$ cat src/rtl/uart_event_streamer.sv
// uart_event_streamer: tagged FIFO of I2C sniffer events.
// Serialises each event to uart_tx as raw bytes or an ASCII hex record.
module uart_event_streamer #(
  parameter int DATA_W     = 8,
  parameter int FIFO_DEPTH = 16,
  parameter int ASCII_MODE = 0,
  parameter int CNT_W      = 8
) (
  input  logic                          clk,
  input  logic                          rst_n,
  input  logic                          address_ready,
  input  logic [DATA_W-1:0]             address,
  input  logic                          reg_address_ready,
  input  logic [DATA_W-1:0]             reg_address,
  input  logic                          reg_data_ready,
  input  logic [DATA_W-1:0]             reg_data,
  output logic                          uart_tx_en,
  output logic [7:0]                    uart_tx_data,
  input  logic                          uart_tx_done,
  input  logic                          tx_busy,
  output logic                          sniff_success,
  output logic [$clog2(FIFO_DEPTH):0]   fifo_level,
  output logic                          overflow,
  output logic [CNT_W-1:0]              drop_count
);

  localparam int AW    = $clog2(FIFO_DEPTH);
  localparam int LW    = AW + 1;
  localparam int EW    = DATA_W + 2;
  localparam int NHEX  = (DATA_W + 3) / 4;
  localparam int NBYTE = (DATA_W + 7) / 8;
  localparam int NCHAR = (ASCII_MODE != 0) ? NHEX + 2 : NBYTE;
  localparam int IW    = $clog2(NCHAR) + 1;

  localparam logic [IW-1:0]    LAST = IW'(NCHAR - 1);
  localparam logic [LW-1:0]    FULL = LW'(FIFO_DEPTH);
  localparam logic [CNT_W-1:0] CMAX = '1;

  typedef enum logic [1:0] {
    S_IDLE,
    S_LOAD,
    S_START,
    S_WAIT
  } state_t;

  state_t state, nstate;

  logic [EW-1:0] mem [FIFO_DEPTH];
  logic [AW-1:0] wr_ptr, rd_ptr;
  logic [EW-1:0] push_ent;
  logic [EW-1:0] cur;
  logic [IW-1:0] idx;

  logic          push_req, push, pop, full_drop;
  logic [1:0]    lost, drops;
  logic [CNT_W+1:0] cnt_sum;

  logic          load, adv, en_d, sniff_d;

  logic [DATA_W-1:0]  pay;
  logic [1:0]         tag;
  logic [8*NBYTE-1:0] raw_pad;
  logic [4*NHEX-1:0]  hex_pad;
  logic [7:0]         rbyte;
  logic [3:0]         nib;
  logic [7:0]         char_c;

  // Ingress arbitration: highest-priority pulse wins, the rest are lost
  always_comb begin
    push_req = 1'b0;
    push_ent = '0;
    lost     = 2'd0;
    priority case (1'b1)
      address_ready: begin
        push_req = 1'b1;
        push_ent = {2'd0, address};
        lost     = {1'b0, reg_address_ready} + {1'b0, reg_data_ready};
      end
      reg_address_ready: begin
        push_req = 1'b1;
        push_ent = {2'd1, reg_address};
        lost     = {1'b0, reg_data_ready};
      end
      reg_data_ready: begin
        push_req = 1'b1;
        push_ent = {2'd2, reg_data};
      end
      default: ;
    endcase
  end

  assign full_drop = push_req && (fifo_level == FULL) && !pop;
  assign push      = push_req && !full_drop;
  assign drops     = lost + {1'b0, full_drop};
  assign cnt_sum   = {2'b00, drop_count} + {{CNT_W{1'b0}}, drops};

  // Event storage
  always_ff @(posedge clk) begin
    if (push) mem[wr_ptr] <= push_ent;
  end

  // FIFO pointers and registered occupancy
  always_ff @(posedge clk or negedge rst_n) begin
    if (!rst_n) begin
      wr_ptr     <= '0;
      rd_ptr     <= '0;
      fifo_level <= '0;
    end else begin
      if (push) wr_ptr <= wr_ptr + 1'b1;
      if (pop)  rd_ptr <= rd_ptr + 1'b1;
      if (push && !pop)      fifo_level <= fifo_level + 1'b1;
      else if (pop && !push) fifo_level <= fifo_level - 1'b1;
    end
  end

  // Drop accounting: sticky flag plus saturating counter
  always_ff @(posedge clk or negedge rst_n) begin
    if (!rst_n) begin
      overflow   <= 1'b0;
      drop_count <= '0;
    end else if (drops != 2'd0) begin
      overflow   <= 1'b1;
      drop_count <= (cnt_sum > {2'b00, CMAX}) ? CMAX : cnt_sum[CNT_W-1:0];
    end
  end

  // FSM state register
  always_ff @(posedge clk or negedge rst_n) begin
    if (!rst_n) state <= S_IDLE;
    else        state <= nstate;
  end

  // FSM next state
  always_comb begin
    nstate = state;
    unique case (state)
      S_IDLE:  if (fifo_level != '0) nstate = S_LOAD;
      S_LOAD:  nstate = S_START;
      S_START: if (!tx_busy) nstate = S_WAIT;
      S_WAIT:  if (uart_tx_done) nstate = (idx == LAST) ? S_IDLE : S_LOAD;
      default: nstate = S_IDLE;
    endcase
  end

  // FSM outputs (registered below)
  always_comb begin
    pop     = 1'b0;
    load    = 1'b0;
    adv     = 1'b0;
    en_d    = 1'b0;
    sniff_d = 1'b0;
    unique case (state)
      S_IDLE:  pop  = (fifo_level != '0);
      S_LOAD:  load = 1'b1;
      S_START: en_d = !tx_busy;
      S_WAIT: begin
        adv     = uart_tx_done && (idx != LAST);
        sniff_d = uart_tx_done && (idx == LAST) && (tag == 2'd2);
      end
      default: ;
    endcase
  end

  // Character generator for the current record position
  always_comb begin
    raw_pad = '0;
    hex_pad = '0;
    raw_pad[DATA_W-1:0] = pay;
    hex_pad[DATA_W-1:0] = pay;
    rbyte = 8'h00;
    nib   = 4'h0;
    for (int i = 0; i < NBYTE; i++)
      if (int'(idx) == NBYTE - 1 - i) rbyte = raw_pad[8*i +: 8];
    for (int i = 0; i < NHEX; i++)
      if (int'(idx) == NHEX - i) nib = hex_pad[4*i +: 4];
    char_c = 8'h00;
    if (ASCII_MODE == 0)
      char_c = rbyte;
    else if (idx == '0)
      char_c = (tag == 2'd0) ? 8'h41 : (tag == 2'd1) ? 8'h52 : 8'h44;
    else if (idx == LAST)
      char_c = (tag == 2'd2) ? 8'h0A : 8'h20;
    else if (nib < 4'd10)
      char_c = 8'h30 + {4'h0, nib};
    else
      char_c = 8'h37 + {4'h0, nib};
  end

  assign pay = cur[DATA_W-1:0];
  assign tag = cur[EW-1:DATA_W];

  // Record datapath and registered UART strobes
  always_ff @(posedge clk or negedge rst_n) begin
    if (!rst_n) begin
      cur           <= '0;
      idx           <= '0;
      uart_tx_data  <= 8'h00;
      uart_tx_en    <= 1'b0;
      sniff_success <= 1'b0;
    end else begin
      if (pop) begin
        cur <= mem[rd_ptr];
        idx <= '0;
      end else if (adv) begin
        idx <= idx + 1'b1;
      end
      if (load) uart_tx_data <= char_c;
      uart_tx_en    <= en_d;
      sniff_success <= sniff_d;
    end
  end

endmodule
$ cat config.mk
export PLATFORM = sky130hd
export DESIGN_NAME = uart_event_streamer
export DESIGN_NICKNAME = d
export VERILOG_FILES = /design/src/rtl/uart_event_streamer.sv
export SDC_FILE = /design/constraint.sdc
export NUM_CORES = 1
export LEC_CHECK = 0
export ABC_AREA = 0
export CELL_PAD_IN_SITES_DETAIL_PLACEMENT = 1
export CELL_PAD_IN_SITES_GLOBAL_PLACEMENT = 1
export CORE_ASPECT_RATIO = 1.75
export CORE_UTILIZATION = 50
export DETAILED_ROUTE_END_ITERATION = 7
export PLACE_DENSITY = 0.82
export SETUP_SLACK_MARGIN = 0.1
export SLEW_MARGIN = 5
export SYNTH_ARGS = -nofsm -noshare
export SYNTH_HDL_FRONTEND = slang
export SYNTH_SLANG_ARGS = --single-unit
$ cat constraint.sdc
create_clock -name clk -period 4 [get_ports clk]
set_input_delay 0.4 -clock clk [delete_from_list [all_inputs] [get_ports clk]]
set_output_delay 0.4 -clock clk [all_outputs]
set_load 0.02 [all_outputs]
==> flow_summary.yaml, run 1 <==
sta:
  max_freq_ghz: 0.287
  finalSetupTns_ns: 0
  finalClockSkew_ns: 0.0122
  tightest_slew_ns: 1.02
  setup_violations: 0
  rsz0062_at_grt: "false"
  period_needed_ns: 3.48
  period_share: 0.871
  relSlewSlack: 0.319
  holdWs_ns: -0.00954
  hold_viol_final: 6
  slew_viol_final: 0
  setup_ws_ns: 0.515
clock_network:
  cts_hold_buf: 0
  cts_max_path_buffers: 3
  insertion_delay_ns: 0.49
  root_buffer: "clkbuf_16"
  clk_pin_slew_ns: 0.07
  clock-sinks: 205
  cts_resized: 0
  htree_levels: 1
  numCtsBuffers: 19
  cts_setup_buffers: 0
  cts_tree: "yes"
finish:
  diodes: 0
  final_cells: 823
  fill_cells: 1557
  seqCellArea_um2: 5930
  area_delta_synth_final_pct: 17.2
  drive_above_1_share: 0.188
  nets: 637
  multi_input_area_um2: 2440
  fin_util: 0.597
placement:
  place_inst: 790
  dp_hpwl_mm: 13.6
  port_buffers: 54
  gp_congestion: 0.761
  dp_slack_ns: 0.208
worst_setup_path:
  worst_setup_path_start_kind: "flip-flop"
  reg2reg_from: "fifo_level[0]"
  crit_fanout: 6
  crit_type: "flip-flop to flip-flop"
  cp.required_ns: 4.41
  r2r_cells: 11
  worstPathArrival_ns: 3.89
  r2r_end: "drop_count[4]"
  rrSetupSlack_ns: 0.52
  endpoint_kind: "flip-flop"
power_and_ir_drop:
  leakagePower_nw: 3.66
  max-vdd-ir-drop_uv: 409
  power.total_mw: 7.41
  power-per-cell-area_nw_per_um2: 735
yosys:
  yosys_warnings: 0
  synthFlopType: "edfxtp_1"
  synth-edff-count: 160
  syn_inst: 504
  netlist_area_um2: 8600
  syn_nets: 557
  avgSynthCellArea_um2: 17.1
  synth_cell_types: 50
  seq_area_frac_synth: 0.690
  async_reset_ff_frac: 0.220
  ys_seq_elements: 205
routing:
  via_per_inst: 5.84
  drc_errors: 0
  drt_wl_total_mm: 20.7
  vias: 4808
  wl_per_cell_um: 25.1
  firstDrtPassIters: 6
  drt-initial-drc-count: 204
  ant_nets: 0
run_status:
  violations: "hold timing"
  status: "finished with violations"
job:
  maxCapViolCount: 0
global_routing:
  grt_max_degree: 46
  grt-ovfl-total: 0
  antenna_found_initial: 0
  track_usage: 0.249
  grt_pass1_vias: 5462
  grt_pass1_wl_mm: 31.7
floorplanning:
  core_um2: 16900
  die_width_um: 101
  start_util: 0.510
  io_pins: 55
  die_area_um2: 17700
  die_y_um: 175
  fp-row-count: 63
min_path:
  worstHoldPathType: "input pin to asynchronous set/reset pin"
synthesized netlist by cell type, types with 4 or more instances:
cell	n	area, µm²
buf_4	5	37.5
mux2i_1	10	100
mux4_2	39	878
mux2_2	4	45.0
clkbuf_1	9	33.8
nand2b_1	4	25.0
o21ai_0	20	100
o22ai_1	9	56.3
dfrtp_1	45	1130
a22oi_1	7	52.6
nor2b_1	5	31.3
nor3_1	4	20.0
edfxtp_1	160	4800
nor2_1	18	67.6
a211oi_1	9	67.6
xnor2_1	9	78.8
buf_6	4	45.0
buf_1	4	15.0
ha_1	20	250
inv_1	20	75.1
nand2_1	31	116
a21o_1	12	90.1
a21oi_1	7	35.0
nand3b_1	8	60.1
metal layers:
layer	wire [µm]	share of wire	up-vias	GRT usage
met4	1030	0.050	0	0.128
met1	7050	0.34	2504	0.262
met2	11800	0.57	130	0.470
li1	-	-	2114	-
met3	744	0.036	60	0.0326
met5	0	0	-	0
power breakdown:
group          leakage, nW  internal, mW  switching [mW]  total, mW
clock                0.273         0.942           0.761       1.70
combinational         1.38          1.16            1.35       2.51
sequential            2.01          2.82           0.378       3.20
total                 3.66          4.92            2.49       7.41
critical path, cell delays in order, from the launching register on:
cell and delay, ns:
dfrtp_1 0.46, or4_4 0.59, nor4b_1 0.31, ha_1 0.22, a21boi_1 0.33, or2_2 0.20, inv_1 0.06, fa_1 0.41
and3b_1 0.24, o311ai_1 0.19, and2_1 0.23, a31oi_1 0.16
worst max-delay path by stage:
stage	depth (start not counted)	slack [ns]	from	end
after floorplan	14	0.78	reg_address_ready	drop_count[4]
after global placement	14	0.46	reg_data_ready	drop_count[4]
after detailed placement	14	0.21	reg_data_ready	drop_count[4]
after CTS	11	0.50	fifo_level[0]	drop_count[4]
after global routing	11	0.25	fifo_level[0]	drop_count[4]
final	11	0.52	fifo_level[0]	drop_count[4]
cells in the final DEF (no fill, tap or decap), drive strengths merged, types with 10 or more instances in the layout:
cell and n:
clkbuf 22, dfrtp 45, mux4 41, a21o 12, nand2 31, nor2 18
o21ai 20, ha 20, edfxtp 160, clkdlybuf4s50 53, mux2i 10, buf 31
inv 21
final cells by class:
cell class | instances | share of cell area
clock buffer | 22 | 0.0483
clock inverter | 11 | 0.00869
inverter | 21 | 0.00795
multi-input combinational | 253 | 0.243
sequential | 205 | 0.589
tap | 227 | 0.0282
timing repair buffer | 84 | 0.0755
state kept, by name, indices dropped and copies added, names as in the netlist:
signal and count:
drop_count 8, uart_tx_data 8, overflow 1, fifo_level 5, rd_ptr 4, uart_tx_en 1
sniff_success 1, mem 160, idx 1, cur 10, wr_ptr 4, state 2
cell families after synthesis:
kind of cell	count (synthesis)	share of synthesized area
fa+ha+maj	22	0.0338
mux	56	0.126
simple gates	87	0.0517
buf+inv	46	0.0263
flops	205	0.690
compound gates	77	0.0610
xor+xnor	11	0.0112
stage by stage:
| step | cell area (µm²) | hold WS (ns) |
|---|---|---|
| after global placement | 9500 | 0.428 |
| after detailed placement | 9500 | 0.442 |
| after CTS | 10100 | 0.00650 |
| after global routing | 10100 | 0.0452 |
| final | 10100 | -0.00954 |
| after floorplan | 8600 | 0.104 |
Note: power is estimated with default switching activity, not from simulation.
==> run 2: changes to the inputs <==
Settings changed: ABC_AREA 0 to default.
==> results of run 2 <==
Final layout, timing and power as in run 1 (identical DEF).
